--- src/rtl/countdown_timer_if.sv ---
// Load handshake bundle for countdown_timer.
// The producer (master) offers a start value with load_valid; the timer
// (slave) reports through load_ready whether it can take one this cycle.
interface countdown_timer_if #(
    parameter int WIDTH = 3
);
    logic             load_valid;
    logic             load_ready;
    logic [WIDTH-1:0] load_value;

    modport master (
        output load_valid,
        output load_value,
        input  load_ready
    );

    modport slave (
        input  load_valid,
        input  load_value,
        output load_ready
    );
endinterface

--- src/rtl/countdown_timer.sv ---
// countdown_timer: loadable down-counter with a one-cycle done state.
// A start value arrives over the load handshake in countdown_timer_if.
// The value is clamped to MAX_COUNT and counted down on enabled cycles.
// Optional feature macro: COUNTDOWN_AUTO_RELOAD_EN. When it is defined, the
// last accepted load value is kept and the countdown restarts automatically
// from DONE.
module countdown_timer #(
    parameter int MAX_COUNT   = 6,
    parameter int COUNT_WIDTH = $clog2(MAX_COUNT + 1)
) (
    input  logic                    clk,
    input  logic                    reset,
    countdown_timer_if.slave        load_if,
    input  logic                    enable,
    input  logic                    abort,
    output logic [COUNT_WIDTH-1:0]  count,
    output logic                    busy,
    output logic                    done,
    output logic                    load_err
);

    typedef enum logic [1:0] {
        IDLE,
        RUN,
        DONE
    } state_t;

    localparam logic [COUNT_WIDTH-1:0] MAX_VAL = COUNT_WIDTH'(MAX_COUNT);
    localparam logic [COUNT_WIDTH-1:0] ONE     = COUNT_WIDTH'(1);

    state_t                 state;
    state_t                 next_state;
    logic [COUNT_WIDTH-1:0] next_count;
    logic                   next_err;
    logic                   load_fire;
    logic                   load_over;
    logic [COUNT_WIDTH-1:0] load_clamped;

`ifdef COUNTDOWN_AUTO_RELOAD_EN
    logic [COUNT_WIDTH-1:0] reload;
`endif

    // Handshake status and observable flags are decoded only from the state register
    always_comb begin
        load_if.load_ready = (state != RUN);
        busy               = (state == RUN);
        done               = (state == DONE);
    end

    // Qualify the load request and clamp the offered value into range
    always_comb begin
        load_fire    = load_if.load_valid && (state != RUN);
        load_over    = (load_if.load_value > MAX_VAL);
        load_clamped = load_over ? MAX_VAL : load_if.load_value;
    end

    // Next-state and next-count decision; a taken load outranks everything else outside RUN
    always_comb begin
        next_state = state;
        next_count = count;
        next_err   = 1'b0;
        case (state)
            IDLE: begin
                if (load_fire) begin
                    next_count = load_clamped;
                    next_state = (load_clamped != '0) ? RUN : DONE;
                    next_err   = load_over;
                end
            end
            RUN: begin
                if (abort) begin
                    next_state = IDLE;
                    next_count = '0;
                end else if (enable) begin
                    if (count > ONE) begin
                        next_count = count - ONE;
                    end else begin
                        next_count = '0;
                        next_state = DONE;
                    end
                end
            end
            DONE: begin
                if (load_fire) begin
                    next_count = load_clamped;
                    next_state = (load_clamped != '0) ? RUN : DONE;
                    next_err   = load_over;
                end else begin
`ifdef COUNTDOWN_AUTO_RELOAD_EN
                    if (abort) begin
                        next_state = IDLE;
                        next_count = '0;
                    end else if (reload != '0) begin
                        next_count = reload;
                        next_state = RUN;
                    end else begin
                        next_state = DONE;
                    end
`else
                    next_state = IDLE;
`endif
                end
            end
            default: begin
                next_state = IDLE;
                next_count = '0;
            end
        endcase
    end

    // State, count and error-pulse registers, cleared immediately by reset
    always_ff @(posedge clk or posedge reset) begin
        if (reset) begin
            state    <= IDLE;
            count    <= '0;
            load_err <= 1'b0;
        end else begin
            state    <= next_state;
            count    <= next_count;
            load_err <= next_err;
        end
    end

`ifdef COUNTDOWN_AUTO_RELOAD_EN
    // Remember the clamped value of every accepted load for automatic restart
    always_ff @(posedge clk or posedge reset) begin
        if (reset) begin
            reload <= '0;
        end else if (load_fire) begin
            reload <= load_clamped;
        end
    end
`endif

endmodule
--- src/flat_wrapper.sv ---
// flat-port wrapper written by rule: the top's interface ports become plain ports
module countdown_timer_flat 
#(
    parameter int MAX_COUNT   = 6,
    parameter int COUNT_WIDTH = $clog2(MAX_COUNT + 1)
)
  (clk, reset, enable, abort, count, busy, done, load_err, load_if_load_valid, load_if_load_value, load_if_load_ready);
  countdown_timer_if load_if_i ();
  input  logic clk;
  input  logic reset;
  input  logic enable;
  input  logic abort;
  output logic [COUNT_WIDTH-1:0] count;
  output logic busy;
  output logic done;
  output logic load_err;
  input wire logic [$bits(load_if_i.load_valid)-1:0] load_if_load_valid;
  input wire logic [$bits(load_if_i.load_value)-1:0] load_if_load_value;
  output wire logic [$bits(load_if_i.load_ready)-1:0] load_if_load_ready;
  assign load_if_i.load_valid = load_if_load_valid;
  assign load_if_i.load_value = load_if_load_value;
  assign load_if_load_ready = load_if_i.load_ready;
  countdown_timer #(.MAX_COUNT(MAX_COUNT), .COUNT_WIDTH(COUNT_WIDTH)) u_core (.clk(clk), .reset(reset), .load_if(load_if_i), .enable(enable), .abort(abort), .count(count), .busy(busy), .done(done), .load_err(load_err));
endmodule
--- config.mk ---
export PLATFORM = sky130hd
export DESIGN_NAME = countdown_timer_flat
export DESIGN_NICKNAME = d
export VERILOG_FILES = /design/src/rtl/countdown_timer_if.sv /design/src/rtl/countdown_timer.sv /design/src/flat_wrapper.sv
export SDC_FILE = /design/constraint.sdc
export NUM_CORES = 1
export LEC_CHECK = 0
export BUFFER_PORTS_ARGS = -buffer_cell sky130_fd_sc_hd__buf_2
export CAP_MARGIN = 5
export CORE_AREA = 2 2 39 41
export CTS_CLUSTER_DIAMETER = 40
export DETAILED_ROUTE_END_ITERATION = 8
export DIE_AREA = 0 0 41 43
export HOLD_SLACK_MARGIN = 0.03
export PLACE_DENSITY = 0.6
export SYNTH_ARGS = -nofsm -noshare
export SYNTH_HDL_FRONTEND = slang
export SYNTH_SLANG_ARGS = --single-unit
--- constraint.sdc ---
create_clock -name clk -period 1.51 [get_ports clk]
set_clock_uncertainty 0.05 [all_clocks]
set_input_delay 0.0755 -clock clk [delete_from_list [all_inputs] [get_ports clk]]
set_output_delay 0.0755 -clock clk [all_outputs]
set_load 0.02 [all_outputs]
== Word-level counts from Yosys, hierarchy flattened ==
Cells that the tools add are included.

* $add $sub $neg: 1
* Magnitude comparators: 2
* Equal/unequal tests: 7
* Multiplexer cells: 15
* Reduce and logical (&&, ||, !) cells: 6

{| class="wikitable"
|+ Operator list
! cell !! number
|-
| 3-bit two-way mux || 5
|-
| 2-bit two-way mux || 6
|-
| 2-bit by 1-bit != test with 1-bit output, second input constant || 3
|-
| 3-bit != test, second input constant || 2
|-
| 2-bit case mux with 3 select lines || 1
|-
| 3-bit case mux with 2 select lines || 1
|-
| 3-bit by 1-bit greater-than comparator with 1-bit output, second input constant || 1
|-
| 3-bit greater-than comparator, second input constant || 1
|-
| 3-bit AND reduction || 1
|-
| 3-bit nonzero test || 1
|-
| 3-bit by 1-bit subtractor with 3-bit output, second input constant || 1
|-
| 2-bit by 1-bit equality test with 1-bit output, second input constant || 1
|-
| 2-bit equality test, second input constant || 1
|-
| 2-bit logical NOT || 1
|-
| 1-bit two-way mux || 2
|-
| 2-bit AND reduction || 1
|-
| 2-bit OR reduction || 1
|-
| 1-bit logical AND || 1
|}

* Register bits after elaboration: 6
* Input port bits: 8
* Output and inout bits: 7
* Word-level logic and storage cells: 34

== Logic depth before layout (Yosys ltp) ==
* Word-level depth: 6
* Mapped depth: 5
* Mapped depth without buffers: 5

== Least setup slack after synthesis ==
No wires, ideal clock.

* Path kind: register to register
* Start point: register u_core.count[1]
* End point: register u_core.count[0]
* Setup time: 0.104 ns
* Data arrival time: 1.299 ns
* Setup slack: 0.057 ns
* Stages on the path, launching flop included: 6
* Path buffers: 0
* Clock period less this slack: 1.453 ns
* Path through: dfrtp_1 -> inv_1 -> ha_1 -> o21ba_2 -> o211ai_4 -> o311ai_1

* Word-level cells in the longest chain between the ends: 5

{| class="wikitable"
|+ RTL lines
! item !! line !! text
|-
| from (decl) || countdown_timer.sv:16 || <nowiki>output logic [COUNT_WIDTH-1:0] count,</nowiki>
|-
| from (signal assigned) || countdown_timer.sv:119 || <nowiki>count <= next_count;</nowiki>
|-
| 3-bit by 1-bit greater-than comparator with 1-bit output || countdown_timer.sv:75 || <nowiki>if (count > ONE) begin</nowiki>
|-
| 3-bit two-way mux || countdown_timer.sv:75 ||
|-
| 3-bit two-way mux || countdown_timer.sv:74 || <nowiki>end else if (enable) begin</nowiki>
|-
| 3-bit two-way mux || countdown_timer.sv:71 || <nowiki>if (abort) begin</nowiki>
|-
| 3-bit case mux with 2 select lines || countdown_timer.sv:62 || <nowiki>case (state)</nowiki>
|}

Every way passes these cells. The select of a mux whose other input is x is not followed.
A chain may end at the register's enable or synchronous reset.

== Worst setup path after layout ==
Same ends and word-level chain as after synthesis.

==> impl_metrics.json <==
{
  "hold_class": "in2reg",
  "die_y_um": 43,
  "ios": 15,
  "layout_setup_ws_ps": 131,
  "max_freq_ghz": 0.725,
  "crit_path_end_kind": "register",
  "cp-start-kind": "register",
  "drv_cap": 0,
  "place_congestion": 0.712,
  "path_class": "reg2reg",
  "die-area_um2": 1760,
  "setup_violations": 0,
  "cp_cell_sequence": "inv_1 > ha_1 > o21ba_2 > o211ai_4 > o311ai_2",
  "pre_cts_ws_ps": 128,
  "cts_root_buf": "clkbuf_4",
  "outcome": "finished clean",
  "vias": 394,
  "setup_tns_ps": 0,
  "synth_top_area_share_pct": 37.5,
  "syn_area_per_cell_um2": 9.10,
  "rr_startpoint": "u_core.count[1]",
  "syn_area_um2": 400,
  "ys_seq_area_share_pct": 37.5,
  "fin_crit_sh_pct": 91.3,
  "cts_num_sinks": 6,
  "syn_nets": 54,
  "rsz0062_at_grt": "no",
  "drv_slew": 0,
  "grtUsageTotal_pct": 14.7,
  "grt_pass1_vias": 398,
  "dp_hpwl_um": 755,
  "max_slew_margin_pct": 77.4,
  "reg2reg_depth": 5,
  "multi_input_area_um2": 238,
  "min_to": "u_core.count[1]",
  "wl_per_cell_um": 11.3,
  "crit_slowest_cell": "dfrtp_1",
  "port_buffers": 14,
  "instances_no_fill": 80,
  "fin_nets": 76,
  "crit_required_ps": 1600,
  "drive_gt1_share_pct": 37.5,
  "syn_to_final_growth_pct": 36.9,
  "crit_path_max_fanout": 4,
  "cts_made_buffers": 3,
  "worstMarginPinSlew_ps": 339,
  "drtIter0Drc": 3,
  "drc_errors": 0,
  "power_density_nw_per_um2": 1870,
  "final_hold_viol_count": 0,
  "p_leak_nw": 0.265,
  "antenna_found_initial": 0,
  "r2r-end": "u_core.count[0]",
  "slowest_delay_ps": 370,
  "postCtsSetupBuffers": 0,
  "grt_overflow": 0,
  "clockBufferDepth": 2,
  "dp.cells": 75,
  "yosys-top-cells-area": "dfrtp_1 (38%), ha_1 (6.3%), o211ai_4 (5.3%)",
  "drt-total-wl_um": 904,
  "h-tree-depth": 1,
  "seq_area_um2": 150,
  "insertion_delay_ps": 240,
  "fin_crit_ps": 1380,
  "ant_nets": 0,
  "synth_top_cell_by_area": "dfrtp_1",
  "grt_max_degree": 8,
  "drtPass1Iterations": 2,
  "p_total_mw": 1.03,
  "min-delay-start": "load_if_load_value[1]",
  "start_util_pct": 28.9,
  "antennaDiodeCount": 0,
  "die_width_um": 41,
  "vias_per_cell": 4.93,
  "placementRows": 14,
  "ys_types": 22,
  "cts.clk_slew.worst_paths_ps": 40,
  "whs_path_depth": 3,
  "grt_pass1_wl_um": 1650,
  "core_um2": 1380,
  "ir_worst_vdd_uv": 595,
  "yosys_warnings": 0,
  "arrival_ps": 1470,
  "synthCells": 44,
  "tritoncts": "built",
  "fill_cells": 150,
  "ys_ff_latch": 6,
  "reg2reg_slack_ps": 130
}
## synthesized netlist by cell type
master    n
nor2b_1   1
clkinv_2  1
o21ba_2   1
ha_1      2
nor2_1    4
or3_1     1
nand3_1   1
dfrtp_1   6
o211ai_4  1
nor3_1    2
a31oi_1   1
nand2_1   5
and2b_1   2
inv_1     4
xor2_1    1
nor4b_2   1
o21a_1    1
o211ai_1  1
o21ai_0   4
nor4_1    1
nand2b_2  1
o311ai_1  2
## metrics by stage
step | hold slack, ps | util (%) | area [um2]
2_1_floorplan | -184 | - | 400
3_3_place_gp | -46.3 | 36.0 | 498
3_5_place_dp | -45.2 | 36.0 | 498
4_1_cts | 44.3 | 39.1 | 541
5_1_grt | 60.3 | 39.6 | 548
6_report | 52.1 | 39.6 | 548
## how the worst max path moves through the flow
stage | from | endpoint | slack [ps]
global placement | u_core.count[1] | u_core.count[0] | 100
global route | u_core.count[1] | u_core.count[0] | 20
detailed placement | u_core.count[1] | u_core.count[0] | 130
floorplan | u_core.count[1] | u_core.count[0] | 60
finish | u_core.count[1] | u_core.count[0] | 130
CTS | u_core.count[1] | u_core.count[0] | 90
## flip-flops by register name (all words and copies together), names as in the netlist
| register | flops |
|---|---|
| u_core.state | 2 |
| u_core.count | 3 |
| u_core.load_err | 1 |
## placed cells by master, fill, tap and decap left out
cell / instances
buf_2: 14
dfrtp_1: 6
nand2_1: 5
nor2_1: 4
inv_1: 4
o21ai_0: 4
clkbuf_4: 3
nor3_1: 2
and2b_1: 2
ha_1: 2
dlygate4sd3_1: 2
nand2b_2: 1
o21ba_2: 1
nor4_1: 1
or3_1: 1
nor2b_1: 1
nor4b_2: 1
o21a_1: 1
clkinv_2: 1
o211ai_4: 1
o311ai_1: 1
a31oi_1: 1
nand3_1: 1
o311ai_2: 1
xor2_1: 1
o211ai_1: 1
buf_4: 1
## worst max-delay path: cells and delay by family, from the launching register on
kind	cells	cell delay, ps
compound gates	3	630
fa+ha+maj	1	160
buf+inv	1	70
flops	1	370
## power breakdown
| group | switching [mW] | total, mW | internal, mW |
|---|---|---|---|
| clock network | 0.0520 | 0.142 | 0.0895 |
| registers | 0.0787 | 0.302 | 0.223 |
| logic | 0.336 | 0.582 | 0.246 |
| total | 0.467 | 1.03 | 0.558 |
## metal layers
| layer | GRT usage [%] | part of all wire, % | vias to the layer above |
|---|---|---|---|
| li1 | - | - | 197 |
| met1 | 15.5 | 38 | 186 |
| met2 | 22.2 | 55 | 9 |
| met3 | 6.28 | 5.6 | 2 |
| met4 | 10.0 | 1.5 | 0 |
| met5 | 0 | 0 | - |
## cells by family (layout without fill, tap and decap cells)
family                   count (synthesis)  count (layout)  synth area share, %
buffers and inverters                    5              25                 5.00
adder cells (fa/ha/maj)                  2               2                 6.25
AO/OA/AOI/OAI                           11              11                 22.5
flip-flops                               6               6                 37.5
AND/OR/NAND/NOR                         19              19                 26.6
XOR/XNOR                                 1               1                 2.19
## layout make-up
class / count / area share (%)
Tap cell: 16 / 3.65
Clock buffer: 3 / 4.11
Sequential cell: 6 / 27.4
Timing Repair Buffer: 17 / 17.8
Inverter: 5 / 3.65
Multi-Input combinational cell: 33 / 43.4
## timing repair
action                                 in CTS  in global routing
resized for setup                           0                  1
hold buffers                                2                  0
endpoints found under the hold margin       7                  0
setup endpoints to repair                   0                  1
No activity file was read; power rests on OpenSTA's default activity.
